## src/rtl/riscv_pkg.sv

```systemverilog
// Shared RV32 pipeline definitions: word width, reset/bubble constants and the
// IF/ID payload struct that both the fetch and decode stages use.
package riscv_pkg;

    localparam int XLEN = 32;

    localparam logic [XLEN-1:0] NOP_INSTR = 32'h0000_0013;
    localparam logic [XLEN-1:0] RESET_PC  = 32'h0000_0000;

    typedef struct packed {
        logic [XLEN-1:0] instr;
        logic [XLEN-1:0] pc;
        logic [XLEN-1:0] pcplus4;
        logic            valid;
    } if_id_t;

    // Saturating increment used by the optional performance counters.
    function automatic logic [31:0] sat_inc(input logic [31:0] v);
        return (v == 32'hFFFF_FFFF) ? v : v + 32'd1;
    endfunction

endpackage

```

## src/rtl/if_id_reg.sv

```systemverilog
// IF/ID pipeline register: reset and flush both insert a bubble, and a flush
// outranks a stall so a killed instruction never lingers in decode.
module if_id_reg
    import riscv_pkg::*;
#(
    parameter logic [31:0] BUBBLE_INSTR = NOP_INSTR
) (
    input  logic   clk,
    input  logic   rst,
    input  logic   flush,
    input  logic   stall,
    input  if_id_t d,
    output if_id_t q
);

    if_id_t bubble;

    assign bubble = '{instr: BUBBLE_INSTR, pc: '0, pcplus4: '0, valid: 1'b0};

    always_ff @(posedge clk) begin
        if (rst || flush) begin
            q <= bubble;
        end else if (!stall) begin
            q <= d;
        end
    end

endmodule

```

## src/rtl/fetch_stage.sv

```systemverilog
// IF stage: PC register, next-PC mux and IF/ID capture. Optional performance
// counters are built when FETCH_PERF_CNT_EN is defined.
module fetch_stage #(
    parameter logic [31:0] RESET_PC  = riscv_pkg::RESET_PC,
    parameter logic [31:0] NOP_INSTR = riscv_pkg::NOP_INSTR
) (
    input  logic                      clk,
    input  logic                      rst,
    input  logic                      stall_f,
    input  logic                      stall_d,
    input  logic                      flush_d,
    input  logic                      pc_src_e,
    input  logic [riscv_pkg::XLEN-1:0] pc_target_e,
    input  logic [riscv_pkg::XLEN-1:0] imem_rd,
    output logic [riscv_pkg::XLEN-1:0] imem_addr,
    output logic [riscv_pkg::XLEN-1:0] pc_f,
    output logic [riscv_pkg::XLEN-1:0] instr_d,
    output logic [riscv_pkg::XLEN-1:0] pc_d,
    output logic [riscv_pkg::XLEN-1:0] pcplus4_d,
    output logic                      valid_d
`ifdef FETCH_PERF_CNT_EN
    ,
    output logic [31:0]               perf_fetch_cnt,
    output logic [31:0]               perf_stall_cnt,
    output logic [31:0]               perf_flush_cnt
`endif
);

    import riscv_pkg::*;

    logic [XLEN-1:0] pcplus4_f;
    logic [XLEN-1:0] pc_next;
    if_id_t          if_id_in;
    if_id_t          if_id_q;

    // Redirect targets are forced word-aligned; sequential fetch wraps mod 2^32.
    assign pcplus4_f = pc_f + 32'd4;
    assign pc_next   = pc_src_e ? (pc_target_e & ~32'd3) : pcplus4_f;
    assign imem_addr = pc_f;

    // A redirect from EX must land even while the hazard unit stalls fetch.
    always_ff @(posedge clk) begin
        if (rst) begin
            pc_f <= RESET_PC;
        end else if (pc_src_e || !stall_f) begin
            pc_f <= pc_next;
        end
    end

    assign if_id_in = '{instr: imem_rd, pc: pc_f, pcplus4: pcplus4_f, valid: 1'b1};

    if_id_reg #(
        .BUBBLE_INSTR (NOP_INSTR)
    ) u_if_id_reg (
        .clk   (clk),
        .rst   (rst),
        .flush (flush_d),
        .stall (stall_d),
        .d     (if_id_in),
        .q     (if_id_q)
    );

    assign instr_d   = if_id_q.instr;
    assign pc_d      = if_id_q.pc;
    assign pcplus4_d = if_id_q.pcplus4;
    assign valid_d   = if_id_q.valid;

`ifdef FETCH_PERF_CNT_EN
    // Fetch count tracks real loads into IF/ID, i.e. neither flushed nor held.
    always_ff @(posedge clk) begin
        if (rst) begin
            perf_fetch_cnt <= '0;
            perf_stall_cnt <= '0;
            perf_flush_cnt <= '0;
        end else begin
            if (!flush_d && !stall_d) begin
                perf_fetch_cnt <= sat_inc(perf_fetch_cnt);
            end
            if (stall_f && !pc_src_e) begin
                perf_stall_cnt <= sat_inc(perf_stall_cnt);
            end
            if (flush_d) begin
                perf_flush_cnt <= sat_inc(perf_flush_cnt);
            end
        end
    end
`endif

endmodule
```

## config.mk

```make
export PLATFORM = sky130hd
export DESIGN_NAME = fetch_stage
export DESIGN_NICKNAME = d
export VERILOG_FILES = /design/src/rtl/riscv_pkg.sv /design/src/rtl/if_id_reg.sv /design/src/rtl/fetch_stage.sv
export SDC_FILE = /design/constraint.sdc
export NUM_CORES = 1
export LEC_CHECK = 0
export ABC_AREA = 1
export CAP_MARGIN = 20
export CORE_MARGIN = 8
export CORE_UTILIZATION = 44
export CTS_CLUSTER_SIZE = 28
export DETAILED_ROUTE_END_ITERATION = 12
export GPL_TIMING_DRIVEN = 1
export PLACE_DENSITY = 0.85
export SLEW_MARGIN = 20
export SYNTH_ARGS = -nofsm -noshare
export SYNTH_HDL_FRONTEND = slang
export SYNTH_SLANG_ARGS = --single-unit
export TNS_END_PERCENT = 30
```

## constraint.sdc

```tcl
create_clock -name clk -period 1.7 [get_ports clk]
set_clock_uncertainty 0.15 [all_clocks]
set_input_delay 0.34 -clock clk [delete_from_list [all_inputs] [get_ports clk]]
set_output_delay 0.34 -clock clk [all_outputs]
set_load 0.01 [all_outputs]
```

== Word-level counts from Yosys, hierarchy flattened ==
Cells that the tools add are included.
Word-level totals
  register bits after elaboration: 129
  input bits: 70
Cells by class
  muxes and demuxes: 1
  reductions and logical operators: 3
  add/sub/neg operators: 1
Operator list (count)
  32-bit by 3-bit adder with 32-bit output (second input constant): 1
  32-bit two-way mux: 1
  1-bit logical OR: 2
  1-bit logical NOT: 1

== Longest topological paths before layout ==
  word-level depth: 2
  depth in mapped cells: 10
  gate-level depth less buffers: 10

== Modules after synthesis ==
From an unflattened synthesis, not the netlist that was laid out.
Unflattened totals
  cells, all modules: 1001
  area, all modules: 6421.2 µm²
Modules (own cells, without submodules)
  if_id_reg: instances 1, cells each 609, area an instance 3937.5 µm²
  fetch_stage: instances 1, cells each 392, area an instance 2483.6 µm²

== Worst setup path before layout ==
No wires, ideal clock.
  kind: register -> register
  start: register pc_f, in the netlist imem_addr[3]
  end: register u_if_id_reg.q[23] (netlist name)
  clock period less this slack: 1.689 ns
  library setup time: 0.113 ns
  arrival time: 1.425 ns
  cell stages (with the launch flop): 11
  required time: 1.437 ns
  setup slack: 0.011 ns
  buffers on the path: 0
  cell sequence: dfxtp_1 > ha_1 > nand2_1 > nor2_2 > nand2_4 > nor2_4 > nand2_1 > nand2_1 > nand2_1 > o21ai_1 > inv_1
Between the ends
  cells in the longest elaborated chain, start to end: 1
RTL lines
  from (decl): line fetch_stage.sv:16  | output logic [riscv_pkg::XLEN-1:0] pc_f,
  from (signal assigned): line fetch_stage.sv:46  | pc_f <= pc_next;
  32-bit by 3-bit adder with 32-bit output: line fetch_stage.sv:37  | assign pcplus4_f = pc_f + 32'd4;
  to (signal assigned): line if_id_reg.sv:22  | q <= bubble;
  to (decl): line if_id_reg.sv:13  | output if_id_t q
No other way between the ends.
A chain may end at the register's enable or synchronous reset.

== Worst setup path after layout ==
  start: register pc_f, in the netlist imem_addr[3]
  end: register u_if_id_reg.q[26] (netlist name)
The elaborated chain is that of the path after synthesis.

==> impl_results.md <==
* Yosys reg bits at approximately 120
* Count of nets after finishing at 1117
* H-tree level count at 4
* Fraction of final layout cells sized beyond drive strength 1 at between 15 and 20%
* Required time at the endpoint of the critical path at 1.86 ns
* Number of hold violations in the final report at 0
* Die ar. at 0.0168 mm2
* Fraction of met1 tracks used by global routing at 26.5%
* Final worst path period need at 1.68 ns
* I/O pin count at 231
* Source-to-sink clock delay at the later pin of the worst-skew pair at 0.41 ns
* Clock-pin slew reported for the worst setup and hold paths after clock tree synthesis at around 0.050 ns
* Share of the clock period used by the worst path at 99.1%
* Area of the core region at ~0.013 mm2
* Antenna fix cells at 0
* # setup viols final at 0
* Total of max-cap violations at 0
* Antenna-violating nets left at 0
* Detailed Routing Iterations Pass 1 at 7
* Most frequent cells in the layout: nand2_1, dlygate4sd2_1, dfxtp_1
* CTS Hold Buffers Added at 0
* Clock tree from TritonCTS: done
* Met2 track demand over resource in global routing at 38.3%
* Final count of pins violating max slew at 0
* Power density relative to cell area at 873 mW/mm2
* Clock root buffer: clkbuf_16
* Hold slack at 0.308 ns
* Cell area after synthesis at around 0.0057 mm2
* Final std cell area, no fill at 0.00881 mm2
* Antenna violations before repair at 0
* Largest fanout on the critical path at 5
* Data arrival, critical path at approximately 1.8 ns
* Synth Instances at 822
* Switching fraction of total power at about 25%
* Number of input and output port buffers inserted at 220
* Post-detail-place hpwl at 14900 um
* Total via count after detailed routing at 6048
* Critical Path End Type: register
* Number of buffers on the longest clock path at 2
* Yosys warnings at 0
* Unrepaired setup endpoints after global routing: true
* Fraction of the yosys area taken by sequential cells at 43.2%
* Count of standard-cell rows at 41
* Final cell count without fillers at 1230
* Count of placed standard cells including taps at 1196
* Violation count after the first detailed-routing iteration at 433
* Total congestion overflow after global routing at 0
* Combinational cell fraction of total power at 14.1%
* Post-route DRC violation count at 0
* Leakage at 0.00427 uW
* Routability Congestion at 0.949
* Achievable clock frequency at 594 MHz
* Sequential group share of total power at 40.4%
* Most Used Layer, Global Route: met2
* Run status: completed
* Height of the die at 130 um
* Crit Path Class: reg2reg
* Worst ir drop on vdd at 612 uV
* Number of global-route vias before repair at between 5k and 6k
* Internal power at 5760 uW
* Routed length per placed instance at 16.4 um
* Total placed instance area at ~0.0082 mm2
* Largest net degree at the start of global routing at 59
* GRT Resource Usage Total at 23.2%
* Number of clock sinks seen by CTS at 123
* Most common cell after layout, fill and taps aside: nand2_1
* Routing usage on met3 at under 10%
* Distinct cells, synth at 26
* Global-route wire length before repair at 30100 um
* Routed Wire Length at 20200 um
* Synthesis-to-layout area growth at 54.7%
* CTS Buf Count at 17
* Min-delay worst type: reg2reg
* Chip Width at between 100 and 150 um
* Switching component of the power at 1930 uW
* Average size of a mapped cell at 6.93 um2
* Vias per std cell at 4.92
* Startpoint types: register
* Clock network fraction of design power at around 46%
* Initial Util at 45.2%
layout make-up:
| type | instances | area [um2] |
|---|---|---|
| Timing Repair Buffer | 277 | 2530 |
| Fill cell | 1039 | 3810 |
| Sequential cell | 123 | 2520 |
| Clock inverter | 8 | 92.6 |
| Clock buffer | 23 | 478 |
| Tap cell | 172 | 215 |
| Multi-Input combinational cell | 540 | 2650 |
| Inverter | 87 | 328 |
worst max-delay path, stage by stage (launching register included):
cell and delay (ns):
dfxtp_4 0.37, buf_6 0.11, nand2_4 0.04, nor2_4 0.11, buf_6 0.12, nand2_8 0.07, nor2_4 0.19, nand2_1 0.07
nand2_1 0.08, nand2_2 0.09, o21ai_1 0.12, inv_1 0.04
through the flow:
stage | total power [uW] | TNS [ns] | setup WS (ns) | utilization [%]
detailed placement | 4310 | -5.31 | -0.135 | 64.8
finish | 7690 | 0 | 0.0154 | 69.8
CTS | 7710 | -0.198 | -0.0577 | 68.5
global route | 8000 | -0.743 | -0.0715 | 69.8
global placement | 4290 | -3.72 | -0.0986 | 64.8
floorplan | 3660 | 0 | 0.0115 | -
cell families (layout without fill, tap and decap cells):
kind of cell / after synthesis / count (layout) / share of synthesized area (%)
buffers and inverters: 166 / 395 / 13.8
other: 1 / 8 / 0.0658
and+or+nand+nor: 348 / 348 / 25.1
xor gates and xnor gates: 15 / 15 / 2.57
DFF: 123 / 123 / 43.2
adders and majority gates: 1 / 1 / 0.220
AOI/OAI and AO/OA: 168 / 168 / 15.0
per-layer routing:
metal	vias to the layer above	share of wire [%]
li1	2963	-
met5	-	0
met4	0	4.1
met1	2761	39
met3	57	8.8
met2	267	48
state kept, by name, summed over array words and instances, names as in the netlist:
name	cells
imem_addr	30
u_if_id_reg.q	93
power by group through the flow:
stage          Combinational [uW]  Clock (uW)  Sequential (uW)
3_5_place_dp                 1150           0             3160
4_1_cts                      1060        3540             3110
5_1_grt                      1170        3700             3120
3_3_place_gp                 1130           0             3160
2_1_floorplan                 451           0             3210
6_report                     1080        3500             3110
synth_stat cells:
| cell type | count | area [um2] |
|---|---|---|
| and2_1 | 3 | 18.8 |
| buf_4 | 39 | 293 |
| xor2_2 | 2 | 32.5 |
| o21ai_1 | 3 | 15.0 |
| conb_1 | 1 | 3.75 |
| buf_2 | 6 | 30.0 |
| dfxtp_1 | 123 | 2460 |
| nand2_4 | 2 | 22.5 |
| xnor2_1 | 3 | 26.3 |
| clkbuf_1 | 28 | 105 |
| nor2_2 | 5 | 31.3 |
| xor2_1 | 10 | 87.6 |
| nand2_1 | 216 | 811 |
| o21ai_0 | 74 | 370 |
| clkinv_1 | 1 | 3.75 |
| nand3_1 | 22 | 110 |
| a21oi_1 | 81 | 405 |
| buf_6 | 1 | 11.3 |
| a21o_1 | 3 | 22.5 |
| inv_1 | 86 | 323 |
| buf_1 | 5 | 18.8 |
| nor2_1 | 89 | 334 |
| a31oi_1 | 7 | 43.8 |
| ha_1 | 1 | 12.5 |
| nor2_4 | 7 | 78.8 |
| nand2_2 | 4 | 25.0 |
path summary, 6_finish.rpt:
check / startpoint / to / slack (ns) / cells after the start
worst max-delay path: imem_addr[3] / u_if_id_reg.q[26] / 0.02 / 11
worst min-delay path: u_if_id_reg.q[88] / u_if_id_reg.q[88] / 0.31 / 2
worst max register to register: imem_addr[3] / u_if_id_reg.q[26] / 0.02 / 11
worst min register to register: u_if_id_reg.q[88] / u_if_id_reg.q[88] / 0.31 / 2
timing repair:
action | 4_1_cts | 5_1_grt
setup endpoints to repair | 182 | 68
gates resized for setup | 203 | 70
pin swaps | 3 | 19
hold endpoints to repair | 0 | 0
setup buffers | 0 | 3
(Power assumes the default switching activity.)
